[config.mk]
export PLATFORM = sky130hd
export DESIGN_NAME = sevseg_scan_ctrl
export DESIGN_NICKNAME = d
export VERILOG_FILES = /design/src/rtl/sevseg_scan_ctrl.sv
export SDC_FILE = /design/constraint.sdc
export NUM_CORES = 1
export LEC_CHECK = 0
export BUFFER_PORTS_ARGS = -buffer_cell sky130_fd_sc_hd__buf_2
export CAP_MARGIN = 20
export CORE_UTILIZATION = 40
export CTS_CLUSTER_DIAMETER = 80
export DETAILED_ROUTE_END_ITERATION = 7
export SLEW_MARGIN = 40
export SYNTH_ARGS = -nofsm -noshare
export SYNTH_HDL_FRONTEND = slang
export SYNTH_SLANG_ARGS = --single-unit
export TNS_END_PERCENT = 10
[constraint.sdc]
create_clock -name clk_i -period 3.85 [get_ports clk_i]
set_input_delay 0 -clock clk_i [delete_from_list [all_inputs] [get_ports clk_i]]
set_output_delay 0 -clock clk_i [all_outputs]
set_load 0.02 [all_outputs]
[src/rtl/sevseg_scan_ctrl.sv]
// ---------------------------------------------------------------------------
// sevseg_scan_ctrl
//   N-digit multiplexed seven-segment display controller. It handles hex
//   decode, time-multiplexed anode scan, per-digit decimal points,
//   leading-zero blanking, PWM brightness, a dead time at the start of each
//   slot (anti-ghosting) and tear-free shadow loading of the displayed value.
//
// Ports
//   clk_i        in   system clock
//   rst_i        in   synchronous reset, active-high
//   data_i       in   hex nibbles, digit 0 = data_i[3:0] (rightmost)
//   dp_i         in   decimal point per digit, 1 = lit
//   load_i       in   1-cycle strobe, captures data_i/dp_i into pending
//   digit_en_i   in   per-digit enable, 0 = digit dark (sampled live)
//   blank_lz_i   in   1 = blank leading zero digits (sampled live)
//   bright_i     in   brightness 0 (off) .. 15 (full) (sampled live)
//   en_o         out  anode drives, one-hot or none, in anode polarity
//   seg_o        out  cathodes {g,f,e,d,c,b,a}, in segment polarity
//   dp_o         out  decimal point cathode, in segment polarity
//   frame_o      out  1-cycle pulse on the frame wrap cycle
// ---------------------------------------------------------------------------
module sevseg_scan_ctrl #(
  parameter int N_DIGITS       = 4,
  parameter int REFRESH_DIV    = 100000,
  parameter int DEAD_CYC       = 4,
  parameter int AN_ACTIVE_LOW  = 1,
  parameter int SEG_ACTIVE_LOW = 1
) (
  input  logic                  clk_i,
  input  logic                  rst_i,
  input  logic [4*N_DIGITS-1:0] data_i,
  input  logic [N_DIGITS-1:0]   dp_i,
  input  logic                  load_i,
  input  logic [N_DIGITS-1:0]   digit_en_i,
  input  logic                  blank_lz_i,
  input  logic [3:0]            bright_i,
  output logic [N_DIGITS-1:0]   en_o,
  output logic [6:0]            seg_o,
  output logic                  dp_o,
  output logic                  frame_o
);

  localparam int SCW = $clog2(REFRESH_DIV);  // slot counter width
  localparam int LW  = SCW + 1;              // wide enough to hold REFRESH_DIV
  localparam int SW  = $clog2(N_DIGITS);     // digit select width

  localparam logic [SCW-1:0] SLOT_MAX = SCW'(REFRESH_DIV - 1);
  localparam logic [SW-1:0]  SEL_MAX  = SW'(N_DIGITS - 1);
  localparam logic [LW-1:0]  DEAD_LIM = LW'(DEAD_CYC);
  localparam logic [LW-1:0]  FULL_LIM = LW'(REFRESH_DIV);
  localparam logic [LW-1:0]  SLICE_L  = LW'(REFRESH_DIV / 16);

  localparam logic               AN_INV  = (AN_ACTIVE_LOW != 0);
  localparam logic               SEG_INV = (SEG_ACTIVE_LOW != 0);
  localparam logic [N_DIGITS-1:0] EN_OFF  = {N_DIGITS{AN_INV}};
  localparam logic [6:0]          SEG_OFF = {7{SEG_INV}};

  // Active-high gfedcba pattern for a hex nibble.
  function automatic logic [6:0] hex_to_seg(input logic [3:0] nib);
    logic [6:0] seg;
    case (nib)
      4'h0:    seg = 7'h3F;
      4'h1:    seg = 7'h06;
      4'h2:    seg = 7'h5B;
      4'h3:    seg = 7'h4F;
      4'h4:    seg = 7'h66;
      4'h5:    seg = 7'h6D;
      4'h6:    seg = 7'h7D;
      4'h7:    seg = 7'h07;
      4'h8:    seg = 7'h7F;
      4'h9:    seg = 7'h6F;
      4'hA:    seg = 7'h77;
      4'hB:    seg = 7'h7C;
      4'hC:    seg = 7'h39;
      4'hD:    seg = 7'h5E;
      4'hE:    seg = 7'h79;
      default: seg = 7'h71;
    endcase
    return seg;
  endfunction

  // Scan state
  logic [SCW-1:0]        r_slot_cnt;
  logic [SW-1:0]         r_sel;
  logic                  r_frame;

  // Shadow registers: pending collects loads, active is what is displayed
  logic [4*N_DIGITS-1:0] r_pend_data;
  logic [N_DIGITS-1:0]   r_pend_dp;
  logic [4*N_DIGITS-1:0] r_act_data;
  logic [N_DIGITS-1:0]   r_act_dp;

  // Registered pin drives
  logic [N_DIGITS-1:0]   r_en;
  logic [6:0]            r_seg;
  logic                  r_dp;

  // Combinational next values
  logic [SCW-1:0]        w_slot_cnt_next;
  logic [SW-1:0]         w_sel_next;
  logic                  w_frame_next;
  logic [N_DIGITS:0]     w_zero_from;
  logic [N_DIGITS-1:0]   w_lz_blank;
  logic [N_DIGITS-1:0]   w_vis;
  logic [LW-1:0]         w_on_lim;
  logic                  w_in_window;
  logic                  w_lit;
  logic [3:0]            w_nibble;
  logic [N_DIGITS-1:0]   w_onehot;
  logic [N_DIGITS-1:0]   w_en_next;
  logic [6:0]            w_seg_next;
  logic                  w_dp_next;

  // Slot counter and digit select advance
  always_comb begin
    w_slot_cnt_next = r_slot_cnt + 1'b1;
    w_sel_next      = r_sel;
    if (r_slot_cnt == SLOT_MAX) begin
      w_slot_cnt_next = '0;
      w_sel_next      = (r_sel == SEL_MAX) ? '0 : r_sel + 1'b1;
    end
  end

  // frame_o is precomputed one cycle early so it is high exactly while the
  // scan sits on the last cycle of the last digit, i.e. the wrap cycle.
  assign w_frame_next = (w_slot_cnt_next == SLOT_MAX) && (w_sel_next == SEL_MAX);

  // w_zero_from[i] = 1 when active nibbles i..N_DIGITS-1 are all zero.
  assign w_zero_from[N_DIGITS] = 1'b1;
  for (genvar gi = 0; gi < N_DIGITS; gi++) begin : g_digit
    assign w_zero_from[gi] = (r_act_data[4*gi +: 4] == 4'h0) && w_zero_from[gi+1];
    if (gi == 0) begin : g_first
      // The rightmost digit always shows, so a zero value still reads "0".
      assign w_lz_blank[gi] = 1'b0;
    end else begin : g_upper
      assign w_lz_blank[gi] = blank_lz_i && w_zero_from[gi];
    end
  end

  assign w_vis = digit_en_i & ~w_lz_blank;

  // Lit window inside a slot: DEAD_CYC <= slot_cnt < on limit.
  // Full brightness stretches to the end of the slot instead of 15/16.
  assign w_on_lim    = (bright_i == 4'hF) ? FULL_LIM : LW'(bright_i) * SLICE_L;
  assign w_in_window = ({1'b0, r_slot_cnt} >= DEAD_LIM) && ({1'b0, r_slot_cnt} < w_on_lim);
  assign w_lit       = w_in_window && w_vis[r_sel];
  assign w_nibble    = r_act_data[{r_sel, 2'b00} +: 4];

  always_comb begin
    w_onehot        = '0;
    w_onehot[r_sel] = 1'b1;
    w_en_next       = (w_lit ? w_onehot : '0) ^ EN_OFF;
    w_seg_next      = (w_lit ? hex_to_seg(w_nibble) : 7'h00) ^ SEG_OFF;
    w_dp_next       = (w_lit && r_act_dp[r_sel]) ^ SEG_INV;
  end

  always_ff @(posedge clk_i) begin
    if (rst_i) begin
      r_slot_cnt  <= '0;
      r_sel       <= '0;
      r_frame     <= 1'b0;
      r_pend_data <= '0;
      r_pend_dp   <= '0;
      r_act_data  <= '0;
      r_act_dp    <= '0;
      r_en        <= EN_OFF;
      r_seg       <= SEG_OFF;
      r_dp        <= SEG_INV;
    end else begin
      r_slot_cnt <= w_slot_cnt_next;
      r_sel      <= w_sel_next;
      r_frame    <= w_frame_next;

      if (load_i) begin
        r_pend_data <= data_i;
        r_pend_dp   <= dp_i;
      end

      // Active only changes at the frame wrap so a frame never mixes two
      // values. A load landing on the wrap cycle bypasses pending.
      if (r_frame) begin
        r_act_data <= load_i ? data_i : r_pend_data;
        r_act_dp   <= load_i ? dp_i   : r_pend_dp;
      end

      // Anode and cathodes update on the same edge, so segments never
      // change under a lit anode.
      r_en  <= w_en_next;
      r_seg <= w_seg_next;
      r_dp  <= w_dp_next;
    end
  end

  assign en_o    = r_en;
  assign seg_o   = r_seg;
  assign dp_o    = r_dp;
  assign frame_o = r_frame;

endmodule

# == Word level (Yosys, flattened, before mapping) ==
# Memory sizes are Yosys's and may differ from the RTL's.
# Cells that the tools add are included.
# Widths: inputs -> output; s select.
# totals
ff_bits,72
romBits,112
wordCells,56
mem_count,1
# op_classes
add_sub_neg,2
n_mul,1
magnitude_cmp,4
n_eq_ne,5
n_shift,1
n_mux,14
bitwise,5
reduce_logical,13
# mem_list
name,words,width,rd,rd_clocked_by_memory_dff,write_ports,line,source
(no name shown),16,7,1,0,0,61,case (nib)
# op_table
cell,count
$eq 17x17->1 const B,2
$mux 17,2
$add 17x1->17 const B,1
$ge 17x3->1 const B,1
$lt 17x17->1,1
$mul 4x12->16 const B,1
$mux 16,1
$shiftx 16x5->4,1
$logic_not 4->1,3
$logic_and 1x1->1,10
$mux 4,2
$not 4->4,2
$mux 7,1
$not 7->7,1
$and 4x4->4,1
$bmux 1 s2,2
$eq 2x2->1 const B,2
$eq 4x4->1 const B,1
$mux 2,2
$lt 2x3->1 const B,1
$mux 1,3
$add 2x1->2 const B,1
$demux 1 s2,1
$ge 2x1->1 const B,1
$not 1->1,1

# == Depth between registers and ports, before layout ==
# depth
depth_word,11
ltp_mapped,17

# == Worst setup path before layout ==
# OpenSTA, ideal clock, no wires.
# synth_path
kind,input -> register
start,in bright_i[1]
end,reg r_en[1] (netlist: en_o[1])
setup_time_ps,133
t_arrival_ps,3265
slack_ps,452
path_stages,17
cell_sequence,ha_1 -> xor2_1 -> ha_1 -> a21o_1 -> ha_1 -> a21oi_1 -> o21a_1 -> or3_1 -> and3_1 -> o21ai_0 -> ha_1 -> a21o_1 -> a21oi_1 -> o221ai_1 -> a221oi_1 -> clkbuf_1 -> nand3_1
# synth_between
elab_chain_cells,7
elab_cells_between_ends,8
cone_classes,mul: 1; order compare: 1; eq/ne: 1; mux: 2; bitwise: 1; reduce/logical: 2
# synth_rtl
element,line,source
"start, declared",36,"input logic [3:0] bright_i,"
$mul 4x12->16 or $eq 4x4->1 (tied branches),144,assign w_on_lim = (bright_i == 4'hF) ? FULL_LIM : LW'(bright_i) * SLICE_L;
$mux 17 *,144,
$lt 17x17->1 *,145,"assign w_in_window = ({1'b0, r_slot_cnt} >= DEAD_LIM) && ({1'b0, r_slot_cnt} < w_on_lim);"
$logic_and 1x1->1 *,145,
$logic_and 1x1->1 *,146,assign w_lit = w_in_window && w_vis[r_sel];
$mux 4 *,152,w_en_next = (w_lit ? w_onehot : '0) ^ EN_OFF;
$not 4->4 (no source line) *,--,
"end signal, assigned",188,r_en <= w_en_next;
"end, declared",94,logic [N_DIGITS-1:0] r_en;
# Every way passes the cells marked *; elsewhere a longest branch is shown, timed or not.
# A chain may end at the register's enable or synchronous reset.

# == Worst setup path in the final report ==
# Same ends and word-level chain as after synthesis.

==> flow_summary.toml <==
[outcome]
status = "complete, no violations"

[setup_path]
cp.buffers_inverters = 2
cp.required_ns = 4.09
rrSetupSlack_ns = 1.14
cp_common_cell = "ha_1"
cp_data_arrival_time_ns = 3.52
path_delay_family = "compound AO/OA/AOI/OAI gates"
cp-start-kind = "primary input"
cp_slowest_cell = "or3_1"
path_cells = "buf_2, ha_1, xor2_1, ha_1, a21o_1, ha_1, a21oi_1, o21a_1, or3_1, and3_1, o21ai_0, ha_1, a21o_1, a21oi_1, o221ai_1, a221oi_1, buf_4, nand3_1"
timing.rr.end = "frame_o"
worstSetupPathType = "in -> reg"
r2r_start = "r_slot_cnt[0]"
reg2regPathDepth = 6
path_max_fanout = 12
max_stage_delay_ns = 0.40
cp-end-kind = "flip-flop"

[final_layout]
layout.nets = 604
drive_gt1_share_pct = 15.2
antenna_cells = 0
fill_cells = 942
fin_area_mm2 = 0.00491
area_growth_pct = 17.7

[synth]
synth.cell_area_mm2 = 0.00417
synthCells = 474
dominantRegCellSynth = "dfxtp_1"
synth-edff-count = 0
yosys_warnings = 0
synth_area_leaders = "dfxtp_1 (35%), ha_1 (13%), nor2_1 (6.4%), mux2i_1 (5.5%), a211oi_1 (3.8%)"
syn_avg_cell_area_um2 = 8.80
ys_seq_area_share_pct = 34.6
synth_common_cells = "dfxtp_1 (72), nor2_1 (71), ha_1 (44)"
yosysMostFrequentCell = "dfxtp_1"
syn-num-nets = 550
post-synth-top-area-cell = "dfxtp_1"
ys_ff_latch = 72
yosysTopAreaCellShare_pct = 34.6
ys_async_sr_fraction_pct = 0
synth_cell_types = 48

[min_path]
whs_path_depth = 2
hold_class = "in -> reg"
min_to = "r_sel[1]"
hold_path.startpoint = "rst_i"

[floorplan]
dieArea_mm2 = 0.0108
io_pins = 45
coreArea_mm2 = 0.00995
initial_core_util_pct = 41.9
die-height_um = 104
die_width_um = 104
num_rows = 36

[sta]
tns_ns = 0
hold_viol = 0
min_period_ns = 3.28
setup_viol = 0
slew_headroom_pct = 44.7
rsz0062_at_grt = "false"
hold_ws_ns = 0.0982
fin_skew_ns = 0.0105
fin_crit_sh_pct = 85.3
tightest_slew_ns = 0.822
fmax_ghz = 0.305
final_max_slew_viol_count = 0

[placed_design]
gp_congestion = 0.803
port_buffers = 44
place_area_mm2 = 0.00448
dp_hpwl_mm = 6.83

[clocking]
cts_sinks = 72
cts_resized = 0
cts-htree-levels = 3
cts_root_buffer = "clkbuf_8"
holdBufCountCts = 20
cts_buffers = 9
post-cts-setup-buffers = 0
clk_latency_ns = 0.35
cts_tree = "yes"
clk_path_buf_depth = 2
clk_pin_slew_ns = 0.08

[grt]
grt_pass1_wl_mm = 16.6
grt_max_degree = 48
grt_overflow_total = 0
grt_pass1_vias = 3523
grt_util_all_layers_pct = 18.8
antenna_found_initial = 0

[detailed_routing]
via_per_inst = 5.35
dr.pass1.iters = 4
vias = 3561
drt_iter0_markers = 276
drcViolationCount = 0
postRouteWirelength_mm = 9.43
ant_nets = 0
wl_per_cell_um = 14.2

[power]
vdd_drop_max_uv = 228
powerDensity_mw_per_mm2 = 342
p_leak_nw = 2.05

[job]
cap_viol_max_count = 0
-- sequential cells by signal, summed over array words and instances, names as in the netlist --
signal,cells
en_o,4
r_sel,2
r_act_data,16
r_slot_cnt,17
frame_o,1
dp_o,1
r_pend_dp,4
r_pend_data,16
r_act_dp,4
seg_o,7
-- cell type report --
type                    count  area (µm²)  share of cell area [%]
multi-input cells         358        2550                    52.0
flip-flops and latches     72        1440                    29.4
repair buffers             68         453                    9.23
well taps                 133         166                    3.39
clock buffers               9         124                    2.52
clock inverters             7         100                    2.04
inverters                  19        71.3                    1.45
-- cell usage in the layout, fill, tap and decap left out, types with 6 or more instances in the layout --
master / netlist / final
dfxtp_1: 72 / 72
nor2_1: 71 / 71
ha_1: 44 / 44
buf_2: 3 / 43
nand2_1: 25 / 25
nand3_1: 24 / 24
mux2i_1: 23 / 23
a211oi_1: 21 / 21
dlygate4sd3_1: 0 / 20
inv_1: 19 / 19
a21oi_1: 19 / 19
xnor2_1: 12 / 12
xor2_1: 11 / 11
o21ai_0: 10 / 10
nand4_1: 10 / 10
nor4_1: 10 / 10
clkbuf_8: 0 / 9
a31oi_1: 6 / 6
-- worst reg2reg max path: cells and delay by family (launching register included) --
| kind | cells | cell delay [ns] |
|---|---|---|
| fa+ha+maj | 1 | 0.28 |
| simple gates | 4 | 1.73 |
| compound gates | 1 | 0.13 |
| flops | 1 | 0.45 |
-- cell families after synthesis --
family	Yosys count	share of synthesized area (%)
mux	29	8.49
flops	72	34.6
compound gates	84	13.9
xor+xnor	23	4.83
simple gates	178	20.8
buf+inv	44	4.23
fa+ha+maj	44	13.2
-- through the flow --
| stage | util [%] | cells | setup WS, ns | power, mW |
|---|---|---|---|---|
| after floorplan | - | 474 | 0.452 | 0.941 |
| after global placement | 45.0 | 630 | 0.314 | 0.996 |
| after detailed placement | 45.0 | 630 | 0.225 | 1.00 |
| after CTS | 49.3 | 666 | 0.591 | 1.70 |
| after global routing | 49.3 | 666 | 0.261 | 1.77 |
| final | 49.3 | 666 | 0.567 | 1.68 |
-- power by group --
| group | switching (mW) | total (mW) | internal, mW |
|---|---|---|---|
| Clock | 0.305 | 0.677 | 0.372 |
| Combinational | 0.129 | 0.235 | 0.106 |
| Sequential | 0.00818 | 0.769 | 0.760 |
-- routing by layer --
metal / wire length [µm] / vias up / track usage (%)
li1: - / 1807 / -
met1: 4660 / 1682 / 25.8
met2: 4390 / 66 / 29.9
met3: 296 / 6 / 3.20
met4: 84 / 0 / 6.22
met5: 0 / - / 0
-- worst max path at each step --
stage,start,endpoint,slack (ns),cells past startpoint
finish,bright_i[1],en_o[1],0.57,18
global route,bright_i[1],seg_o[1],0.26,18
CTS,bright_i[1],en_o[2],0.59,18
detailed placement,bright_i[1],en_o[1],0.23,18
global placement,bright_i[1],en_o[1],0.31,18
floorplan,bright_i[1],en_o[1],0.45,17
(Power assumes the default switching activity.)
